**config.mk**
```make
export PLATFORM = sky130hd
export DESIGN_NAME = matrix_apb_driver_flat
export DESIGN_NICKNAME = d
export VERILOG_FILES = /design/src/rtl/matrix_apb_driver_if.sv /design/src/rtl/matrix_apb_driver.sv /design/src/flat_wrapper.sv
export SDC_FILE = /design/constraint.sdc
export NUM_CORES = 1
export LEC_CHECK = 0
export CORE_ASPECT_RATIO = 1.5
export CORE_MARGIN = 4
export CORE_UTILIZATION = 42
export DETAILED_ROUTE_END_ITERATION = 6
export PLACE_DENSITY = 0.77
export SYNTH_ARGS = -nofsm -noshare
export SYNTH_HDL_FRONTEND = slang
export SYNTH_SLANG_ARGS = --single-unit
```
**constraint.sdc**
```tcl
create_clock -name clk -period 2.1 [get_ports clk]
set_input_delay 0.21 -clock clk [delete_from_list [all_inputs] [get_ports clk]]
set_output_delay 0.21 -clock clk [all_outputs]
set_load 0.1 [all_outputs]
```
**src/rtl/matrix_apb_driver_if.sv**
```systemverilog
// APB requester/completer bundle between matrix_apb_driver and the
// accelerator's completer port.
//   master : drives psel, penable, pwrite, paddr, pwdata; samples prdata, pready, pslverr
//   slave  : the mirror image, for the accelerator side or a bench model
interface matrix_apb_driver_if #(
    parameter int ADDR_W = 8,
    parameter int DATA_W = 32
);
    logic              psel;
    logic              penable;
    logic              pwrite;
    logic [ADDR_W-1:0] paddr;
    logic [DATA_W-1:0] pwdata;
    logic [DATA_W-1:0] prdata;
    logic              pready;
    logic              pslverr;

    modport master (
        output psel, penable, pwrite, paddr, pwdata,
        input  prdata, pready, pslverr
    );

    modport slave (
        input  psel, penable, pwrite, paddr, pwdata,
        output prdata, pready, pslverr
    );
endinterface

```
**src/rtl/matrix_apb_driver.sv**
```systemverilog
// matrix_apb_driver
// Host-side APB requester for the matrix accelerator. One job runs as follows:
// stream N_LOAD operand words into the load window, write 1 to the start
// register, poll the status register until bit0 is set, then read N_RESULT
// result words out onto a valid/ready stream.
//
// Ports
//   clk, rst              clock; asynchronous active-low reset
//   job_start             pulse that starts a job (ignored while busy)
//   busy, job_done        job in progress; 1-cycle pulse at the end of a job
//   job_err               sticky error flag, cleared by the next accepted job_start
//   in_valid/in_data/in_ready      operand stream (sink side)
//   res_valid/res_data/res_ready   result stream (source side)
//   apb                   APB requester (master modport of matrix_apb_driver_if)
//
// Build option
//   MATRIX_APB_TMO_EN  when defined, a wait of TMO_CYC cycles with pready low
//                      aborts the job as if pslverr had been returned.
//
// state    | meaning
// IDLE     | waiting for job_start
// LD_WAIT  | waiting for an operand word on the input stream
// LD_SETUP | APB setup phase, operand write
// LD_ACC   | APB access phase, operand write
// ST_SETUP | APB setup phase, start-register write
// ST_ACC   | APB access phase, start-register write
// PL_SETUP | APB setup phase, status read
// PL_ACC   | APB access phase, status read
// RD_SETUP | APB setup phase, result read
// RD_ACC   | APB access phase, result read
// RD_HOLD  | result word presented, waiting for res_ready
// DONE     | one-cycle job_done pulse
module matrix_apb_driver #(
    parameter int              ADDR_W    = 8,
    parameter int              DATA_W    = 32,
    parameter int              N_LOAD    = 16,
    parameter int              N_RESULT  = 16,
    parameter logic [ADDR_W-1:0] LOAD_BASE = 8'h00,
    parameter logic [ADDR_W-1:0] RES_BASE  = 8'h40,
    parameter logic [ADDR_W-1:0] CTRL_ADDR = 8'h80,
    parameter logic [ADDR_W-1:0] STAT_ADDR = 8'h84,
    parameter int              TMO_CYC   = 255
) (
    input  logic              clk,
    input  logic              rst,
    input  logic              job_start,
    output logic              busy,
    output logic              job_done,
    output logic              job_err,
    input  logic              in_valid,
    input  logic [DATA_W-1:0] in_data,
    output logic              in_ready,
    output logic              res_valid,
    output logic [DATA_W-1:0] res_data,
    input  logic              res_ready,
    matrix_apb_driver_if.master apb
);

    if (N_LOAD < 1 || N_LOAD > 255 || N_RESULT < 1 || N_RESULT > 255 ||
        TMO_CYC < 1 || TMO_CYC > 255) begin : g_param_check
        $error("matrix_apb_driver: N_LOAD, N_RESULT and TMO_CYC must be in 1..255");
    end

    typedef enum logic [3:0] {
        IDLE, LD_WAIT, LD_SETUP, LD_ACC, ST_SETUP, ST_ACC,
        PL_SETUP, PL_ACC, RD_SETUP, RD_ACC, RD_HOLD, DONE
    } state_t;

    localparam logic [7:0] N_LOAD_C   = 8'(N_LOAD);
    localparam logic [7:0] N_RESULT_C = 8'(N_RESULT);

    state_t            state, state_nxt;
    logic [ADDR_W-1:0] paddr_q, paddr_nxt;
    logic [DATA_W-1:0] pwdata_q, pwdata_nxt;
    logic [DATA_W-1:0] res_data_q, res_data_nxt;
    logic [7:0]        ld_cnt, ld_cnt_nxt;
    logic [7:0]        rd_cnt, rd_cnt_nxt;
    logic              job_err_q, job_err_nxt;
    logic              in_setup, in_acc;
    logic              acc_tmo, acc_done, acc_err;

    // Word address: base + 4*count, wrapping silently within ADDR_W.
    function automatic logic [ADDR_W-1:0] word_addr(input logic [ADDR_W-1:0] base,
                                                     input logic [7:0] cnt);
        logic [ADDR_W+9:0] sum;
        sum = {10'd0, base} + {{ADDR_W{1'b0}}, cnt, 2'b00};
        return sum[ADDR_W-1:0];
    endfunction

    assign in_setup = (state == LD_SETUP) || (state == ST_SETUP) ||
                      (state == PL_SETUP) || (state == RD_SETUP);
    assign in_acc   = (state == LD_ACC) || (state == ST_ACC) ||
                      (state == PL_ACC) || (state == RD_ACC);

`ifdef MATRIX_APB_TMO_EN
    localparam logic [7:0] TMO_LIM = 8'(TMO_CYC);
    logic [7:0] wait_cnt;

    always_ff @(posedge clk or negedge rst) begin
        if (!rst) begin
            wait_cnt <= 8'd0;
        end else if (in_setup) begin
            wait_cnt <= 8'd0;
        end else if (in_acc && !apb.pready) begin
            wait_cnt <= wait_cnt + 8'd1;
        end
    end

    // Fires on the TMO_CYC-th consecutive access cycle without pready.
    assign acc_tmo = in_acc && !apb.pready && (wait_cnt + 8'd1 == TMO_LIM);
`else
    assign acc_tmo = 1'b0;
`endif

    assign acc_done = apb.pready || acc_tmo;
    assign acc_err  = (apb.pready && apb.pslverr) || acc_tmo;

    always_ff @(posedge clk or negedge rst) begin
        if (!rst) begin
            state      <= IDLE;
            paddr_q    <= '0;
            pwdata_q   <= '0;
            res_data_q <= '0;
            ld_cnt     <= 8'd0;
            rd_cnt     <= 8'd0;
            job_err_q  <= 1'b0;
        end else begin
            state      <= state_nxt;
            paddr_q    <= paddr_nxt;
            pwdata_q   <= pwdata_nxt;
            res_data_q <= res_data_nxt;
            ld_cnt     <= ld_cnt_nxt;
            rd_cnt     <= rd_cnt_nxt;
            job_err_q  <= job_err_nxt;
        end
    end

    always_comb begin
        state_nxt    = state;
        paddr_nxt    = paddr_q;
        pwdata_nxt   = pwdata_q;
        res_data_nxt = res_data_q;
        ld_cnt_nxt   = ld_cnt;
        rd_cnt_nxt   = rd_cnt;
        job_err_nxt  = job_err_q;

        case (state)
            IDLE: begin
                if (job_start) begin
                    state_nxt   = LD_WAIT;
                    ld_cnt_nxt  = 8'd0;
                    rd_cnt_nxt  = 8'd0;
                    job_err_nxt = 1'b0;
                end
            end
            LD_WAIT: begin
                if (in_valid) begin
                    pwdata_nxt = in_data;
                    paddr_nxt  = word_addr(LOAD_BASE, ld_cnt);
                    state_nxt  = LD_SETUP;
                end
            end
            LD_SETUP: state_nxt = LD_ACC;
            ST_SETUP: state_nxt = ST_ACC;
            PL_SETUP: state_nxt = PL_ACC;
            RD_SETUP: state_nxt = RD_ACC;
            LD_ACC: begin
                if (acc_err) begin
                    job_err_nxt = 1'b1;
                    state_nxt   = DONE;
                end else if (acc_done) begin
                    ld_cnt_nxt = ld_cnt + 8'd1;
                    if (ld_cnt + 8'd1 == N_LOAD_C) begin
                        paddr_nxt  = CTRL_ADDR;
                        pwdata_nxt = DATA_W'(1);
                        state_nxt  = ST_SETUP;
                    end else begin
                        state_nxt = LD_WAIT;
                    end
                end
            end
            ST_ACC: begin
                if (acc_err) begin
                    job_err_nxt = 1'b1;
                    state_nxt   = DONE;
                end else if (acc_done) begin
                    paddr_nxt = STAT_ADDR;
                    state_nxt = PL_SETUP;
                end
            end
            PL_ACC: begin
                if (acc_err) begin
                    job_err_nxt = 1'b1;
                    state_nxt   = DONE;
                end else if (acc_done) begin
                    if (apb.prdata[0]) begin
                        paddr_nxt = word_addr(RES_BASE, rd_cnt);
                        state_nxt = RD_SETUP;
                    end else begin
                        state_nxt = PL_SETUP;
                    end
                end
            end
            RD_ACC: begin
                if (acc_err) begin
                    job_err_nxt = 1'b1;
                    state_nxt   = DONE;
                end else if (acc_done) begin
                    res_data_nxt = apb.prdata;
                    state_nxt    = RD_HOLD;
                end
            end
            RD_HOLD: begin
                if (res_ready) begin
                    rd_cnt_nxt = rd_cnt + 8'd1;
                    if (rd_cnt + 8'd1 == N_RESULT_C) begin
                        state_nxt = DONE;
                    end else begin
                        paddr_nxt = word_addr(RES_BASE, rd_cnt + 8'd1);
                        state_nxt = RD_SETUP;
                    end
                end
            end
            DONE:    state_nxt = IDLE;
            default: state_nxt = IDLE;
        endcase
    end

    // APB control is decoded from state so that reset removes psel at once.
    assign apb.psel    = in_setup || in_acc;
    assign apb.penable = in_acc;
    assign apb.pwrite  = (state == LD_SETUP) || (state == LD_ACC) ||
                         (state == ST_SETUP) || (state == ST_ACC);
    assign apb.paddr   = paddr_q;
    assign apb.pwdata  = pwdata_q;

    assign busy      = (state != IDLE) && (state != DONE);
    assign job_done  = (state == DONE);
    assign job_err   = job_err_q;
    assign in_ready  = (state == LD_WAIT);
    assign res_valid = (state == RD_HOLD);
    assign res_data  = res_data_q;

endmodule
```
**src/flat_wrapper.sv**
```systemverilog
// flat-port wrapper written by rule: the top's interface ports become plain ports
module matrix_apb_driver_flat 
#(
    parameter int              ADDR_W    = 8,
    parameter int              DATA_W    = 32,
    parameter int              N_LOAD    = 16,
    parameter int              N_RESULT  = 16,
    parameter logic [ADDR_W-1:0] LOAD_BASE = 8'h00,
    parameter logic [ADDR_W-1:0] RES_BASE  = 8'h40,
    parameter logic [ADDR_W-1:0] CTRL_ADDR = 8'h80,
    parameter logic [ADDR_W-1:0] STAT_ADDR = 8'h84,
    parameter int              TMO_CYC   = 255
)
  (clk, rst, job_start, busy, job_done, job_err, in_valid, in_data, in_ready, res_valid, res_data, res_ready, apb_psel, apb_penable, apb_pwrite, apb_paddr, apb_pwdata, apb_prdata, apb_pready, apb_pslverr);
  matrix_apb_driver_if #(.ADDR_W(ADDR_W), .DATA_W(DATA_W)) apb_i ();
  input  logic clk;
  input  logic rst;
  input  logic job_start;
  output logic busy;
  output logic job_done;
  output logic job_err;
  input  logic in_valid;
  input  logic [DATA_W-1:0] in_data;
  output logic in_ready;
  output logic res_valid;
  output logic [DATA_W-1:0] res_data;
  input  logic res_ready;
  output wire logic [$bits(apb_i.psel)-1:0] apb_psel;
  output wire logic [$bits(apb_i.penable)-1:0] apb_penable;
  output wire logic [$bits(apb_i.pwrite)-1:0] apb_pwrite;
  output wire logic [$bits(apb_i.paddr)-1:0] apb_paddr;
  output wire logic [$bits(apb_i.pwdata)-1:0] apb_pwdata;
  input wire logic [$bits(apb_i.prdata)-1:0] apb_prdata;
  input wire logic [$bits(apb_i.pready)-1:0] apb_pready;
  input wire logic [$bits(apb_i.pslverr)-1:0] apb_pslverr;
  assign apb_psel = apb_i.psel;
  assign apb_penable = apb_i.penable;
  assign apb_pwrite = apb_i.pwrite;
  assign apb_paddr = apb_i.paddr;
  assign apb_pwdata = apb_i.pwdata;
  assign apb_i.prdata = apb_prdata;
  assign apb_i.pready = apb_pready;
  assign apb_i.pslverr = apb_pslverr;
  matrix_apb_driver #(.ADDR_W(ADDR_W), .DATA_W(DATA_W), .N_LOAD(N_LOAD), .N_RESULT(N_RESULT), .LOAD_BASE(LOAD_BASE), .RES_BASE(RES_BASE), .CTRL_ADDR(CTRL_ADDR), .STAT_ADDR(STAT_ADDR), .TMO_CYC(TMO_CYC)) u_core (.clk(clk), .rst(rst), .job_start(job_start), .busy(busy), .job_done(job_done), .job_err(job_err), .in_valid(in_valid), .in_data(in_data), .in_ready(in_ready), .res_valid(res_valid), .res_data(res_data), .res_ready(res_ready), .apb(apb_i));
endmodule
```
==> qor.tcl <==
set qor(status) {finished with violations}
set qor(violated_checks) {setup timing}
set qor(detail_placement_hpwl_um) 9830
set qor(dpl.cell_count) 751
set qor(max-clock-path-buffers) 2
set qor(crit_path_top_delay_cell) {sky130_fd_sc_hd__dfrtp_1}
set qor(grt_antenna_before_repair) 0
set qor(ios) 151
set qor(end_kind) {flip-flop}
set qor(path_max_fanout) 6
set qor(clock_slew_seen_by_the_registers_of_the_worst_setup_and_hold_paths_ns) 0.07
set qor(drt-pass1-iter-count) 4
set qor(route.detailed.drc) 0
set qor(synthFlopType) {sky130_fd_sc_hd__dfrtp_1}
set qor(layout-drive-gt1-share_pct) 35.9
set qor(post_synth_num_cell_types) 71
set qor(die_width_um) 94.7
set qor(setup_viol) 3
set qor(final.setup_skew_ns) 0.00787
set qor(drt-total-wl_um) 13000
set qor(layout_min_cycle_time_ns) 2.11
set qor(cp_data_arrival_time_ns) 2.33
set qor(port_buffers) 148
set qor(finalHoldViolations) 0
set qor(timing_worst_slew_pin_value_ns) 0.681
set qor(gp_congestion) 0.850
set qor(grt_max_degree) 48
set qor(floorplan.die_area_mm2) 0.0131
set qor(worst_setup_path_startpoint) {u_core.ld_cnt[0]$_DFFE_PN0P_}
set qor(detail_route.wl_per_cell_um) 16.8
set qor(tritoncts_num_sinks) 91
set qor(final_max_slew_viol_count) 0
set qor(cp-start-kind) {flip-flop}
set qor(num_antenna_cells) 0
set qor(drtAntennaViolNets) 0
set qor(min_period_over_period_pct) 101
set qor(synth-async-reset-ratio_pct) 100
set qor(design.final.nets) 697
set qor(insertion_delay_ns) 0.34
set qor(area_overhead_vs_synth_pct) 46.6
set qor(grt_setup_unrepaired) {true}
set qor(syn_avg_cell_area_um2) 11.0
set qor(core_mm2) 0.0111
set qor(synth_edf_count) 0
set qor(synth_sequential_area_ratio_pct) 48.1
set qor(vias_per_cell) 5.29
set qor(start_util_pct) 42.8
set qor(worst_ep_required_time_ns) 2.32
set qor(final_cell_count_no_fill) 774
set qor(cap_violations) 0
set qor(totalNegativeSetupSlack_ns) -0.0245
set qor(vias) 4092
set qor(htree_levels) 3
set qor(crit_family) {multiplexers}
set qor(yosysWarningCount) 0
set qor(fmaxAchievable_ghz) 0.474
set qor(drt_first_iter_violations) 235
set qor(postSynthRegisterBits) 91
set qor(die_h_um) 138
set qor(placementRows) 47
set qor(overflow) 0
set qor(worstPathCellList) {ha_2 -> nand4_1 -> mux2i_1 -> a31oi_1 -> or2_1 -> a211o_4 -> mux2_4}
set qor(min-delay-path-class) {in -> async}
set qor(placed_area_mm2) 0.00658
set qor(crit-reg2reg-launch) {u_core.ld_cnt[0]$_DFFE_PN0P_}
set qor(synth.cell_area_mm2) 0.00473
set qor(cts-root-buf) {sky130_fd_sc_hd__clkbuf_16}
set qor(gate_count_of_the_mapped_netlist) 431
set qor(cp_slowest_stage_delay_ns) 0.40
set qor(maxSlewHeadroom_pct) 54.2
set qor(grt.total_usage_pct) 20.0
set qor(finalWorstSetupSlack_ns) -0.0106
set qor(dp_worst_setup_slack_ns) -0.129
set qor(design_area_mm2) 0.00694
set qor(grt_first_pass_wirelength_um) 20700
set qor(cp.buffers_inverters) 0
set qor(first_global_vias) 4173
set qor(worst-setup-path-type) {reg -> reg}
set qor(clock_tree_from_tritoncts) {built}
set qor(cts_made_buffers) 9
==> sequential cells by signal, summed over array words and instances (netlist names) <==
register,flops
u_core.apb.paddr,6
u_core.state,4
u_core.ld_cnt,8
u_core.job_err,1
u_core.rd_cnt,8
u_core.res_data,32
u_core.apb.pwdata,32
==> final cells by class <==
cell class / count / area [µm²]
clock buffers: 11 / 233
clock inverters: 5 / 61.3
fillers: 895 / 4120
inverters: 7 / 31.3
multi-input cells: 303 / 2260
flip-flops and latches: 91 / 2280
well taps: 147 / 184
repair buffers: 210 / 1890
==> routing by layer <==
layer  part of all wire [%]  global-route usage (%)  vias up
met5                      0                       0        -
met4                    2.8                    8.52        0
met3                    6.0                    4.40       24
met2                     54                    35.3      135
met1                     37                    22.8     2011
li1                       -                       -     1922
==> worst paths after layout <==
path,slack [ns],depth (start not counted),endpoint
hold reg to reg,0.51,1,u_core.res_data[5]$_DFFE_PN0P_
hold / removal,0.39,2,u_core.res_data[16]$_DFFE_PN0P_
min in group clk,0.45,3,u_core.apb.pwdata[0]$_DFFE_PN0P_
setup reg to reg,-0.01,7,u_core.apb.paddr[7]$_DFFE_PN0P_
max in group asynchronous,1.06,3,u_core.rd_cnt[2]$_DFFE_PN0P_
setup / recovery,-0.01,7,u_core.apb.paddr[7]$_DFFE_PN0P_
==> cell usage after synthesis, types with 2 or more instances <==
master	n	share of area, %
sky130_fd_sc_hd__a21oi_1	11	1.2
sky130_fd_sc_hd__a221o_1	2	0.42
sky130_fd_sc_hd__a22o_1	32	5.9
sky130_fd_sc_hd__a31oi_1	7	0.92
sky130_fd_sc_hd__and2_1	34	4.5
sky130_fd_sc_hd__and3_1	2	0.26
sky130_fd_sc_hd__buf_1	3	0.24
sky130_fd_sc_hd__buf_2	7	0.74
sky130_fd_sc_hd__buf_4	6	0.95
sky130_fd_sc_hd__buf_6	10	2.4
sky130_fd_sc_hd__clkbuf_1	5	0.40
sky130_fd_sc_hd__dfrtp_1	91	48
sky130_fd_sc_hd__ha_1	4	1.1
sky130_fd_sc_hd__inv_1	5	0.40
sky130_fd_sc_hd__mux2_2	32	7.6
sky130_fd_sc_hd__mux2_4	4	1.3
sky130_fd_sc_hd__mux2i_1	3	0.63
sky130_fd_sc_hd__nand2_1	37	2.9
sky130_fd_sc_hd__nand2_2	2	0.26
sky130_fd_sc_hd__nand2b_1	4	0.53
sky130_fd_sc_hd__nand3_1	11	1.2
sky130_fd_sc_hd__nand3_2	2	0.42
sky130_fd_sc_hd__nand3_4	2	0.74
sky130_fd_sc_hd__nand4_1	4	0.53
sky130_fd_sc_hd__nor2_1	23	1.8
sky130_fd_sc_hd__nor2b_1	3	0.40
sky130_fd_sc_hd__nor4bb_1	2	0.42
sky130_fd_sc_hd__o21ai_0	23	2.4
sky130_fd_sc_hd__o21ai_1	3	0.32
sky130_fd_sc_hd__o21ai_2	3	0.56
sky130_fd_sc_hd__o31ai_1	7	1.1
sky130_fd_sc_hd__or2_1	2	0.26
sky130_fd_sc_hd__xnor2_1	5	0.92
sky130_fd_sc_hd__xor2_1	3	0.56
==> placed cells by master (no fill, tap or decap), types with 9 or more instances in the layout <==
cell,n
sky130_fd_sc_hd__a21oi_1,11
sky130_fd_sc_hd__a22o_1,32
sky130_fd_sc_hd__and2_1,34
sky130_fd_sc_hd__buf_12,11
sky130_fd_sc_hd__buf_4,129
sky130_fd_sc_hd__clkbuf_16,9
sky130_fd_sc_hd__clkdlybuf4s50_1,69
sky130_fd_sc_hd__dfrtp_1,89
sky130_fd_sc_hd__mux2_2,32
sky130_fd_sc_hd__nand2_1,37
sky130_fd_sc_hd__nand3_1,10
sky130_fd_sc_hd__nor2_1,20
sky130_fd_sc_hd__o21ai_0,23
==> kinds of logic (layout without fill, tap and decap cells) <==
group,Yosys count,after routing,share of synthesized area (%)
xor gates and xnor gates,8,8,1.48
buffers and inverters,38,233,5.36
other,1,2,0.0792
AOI/OAI and AO/OA,105,105,16.3
adders and majority gates,4,4,1.06
and+or+nand+nor,145,145,18.1
DFF,91,91,48.1
muxes,39,39,9.51
==> metrics by stage <==
stage	utilization, %	hold WS (ns)
after global placement	59.5	0.215
after global routing	62.8	0.446
final	62.8	0.394
after detailed placement	59.5	0.228
after floorplan	-	-0.0856
after CTS	62.5	0.405
==> repair_timing <==
item,4_1_cts,5_1_grt
setup endpoints to repair,5,35
hold buffers,1,0
hold endpoints to repair,38,0
pin swaps,1,3
gates resized for setup,2,2
setup buffers,2,4
Power is not shown: default switching activity piles up to over one toggle a cycle in this logic, so the estimate is an artifact.
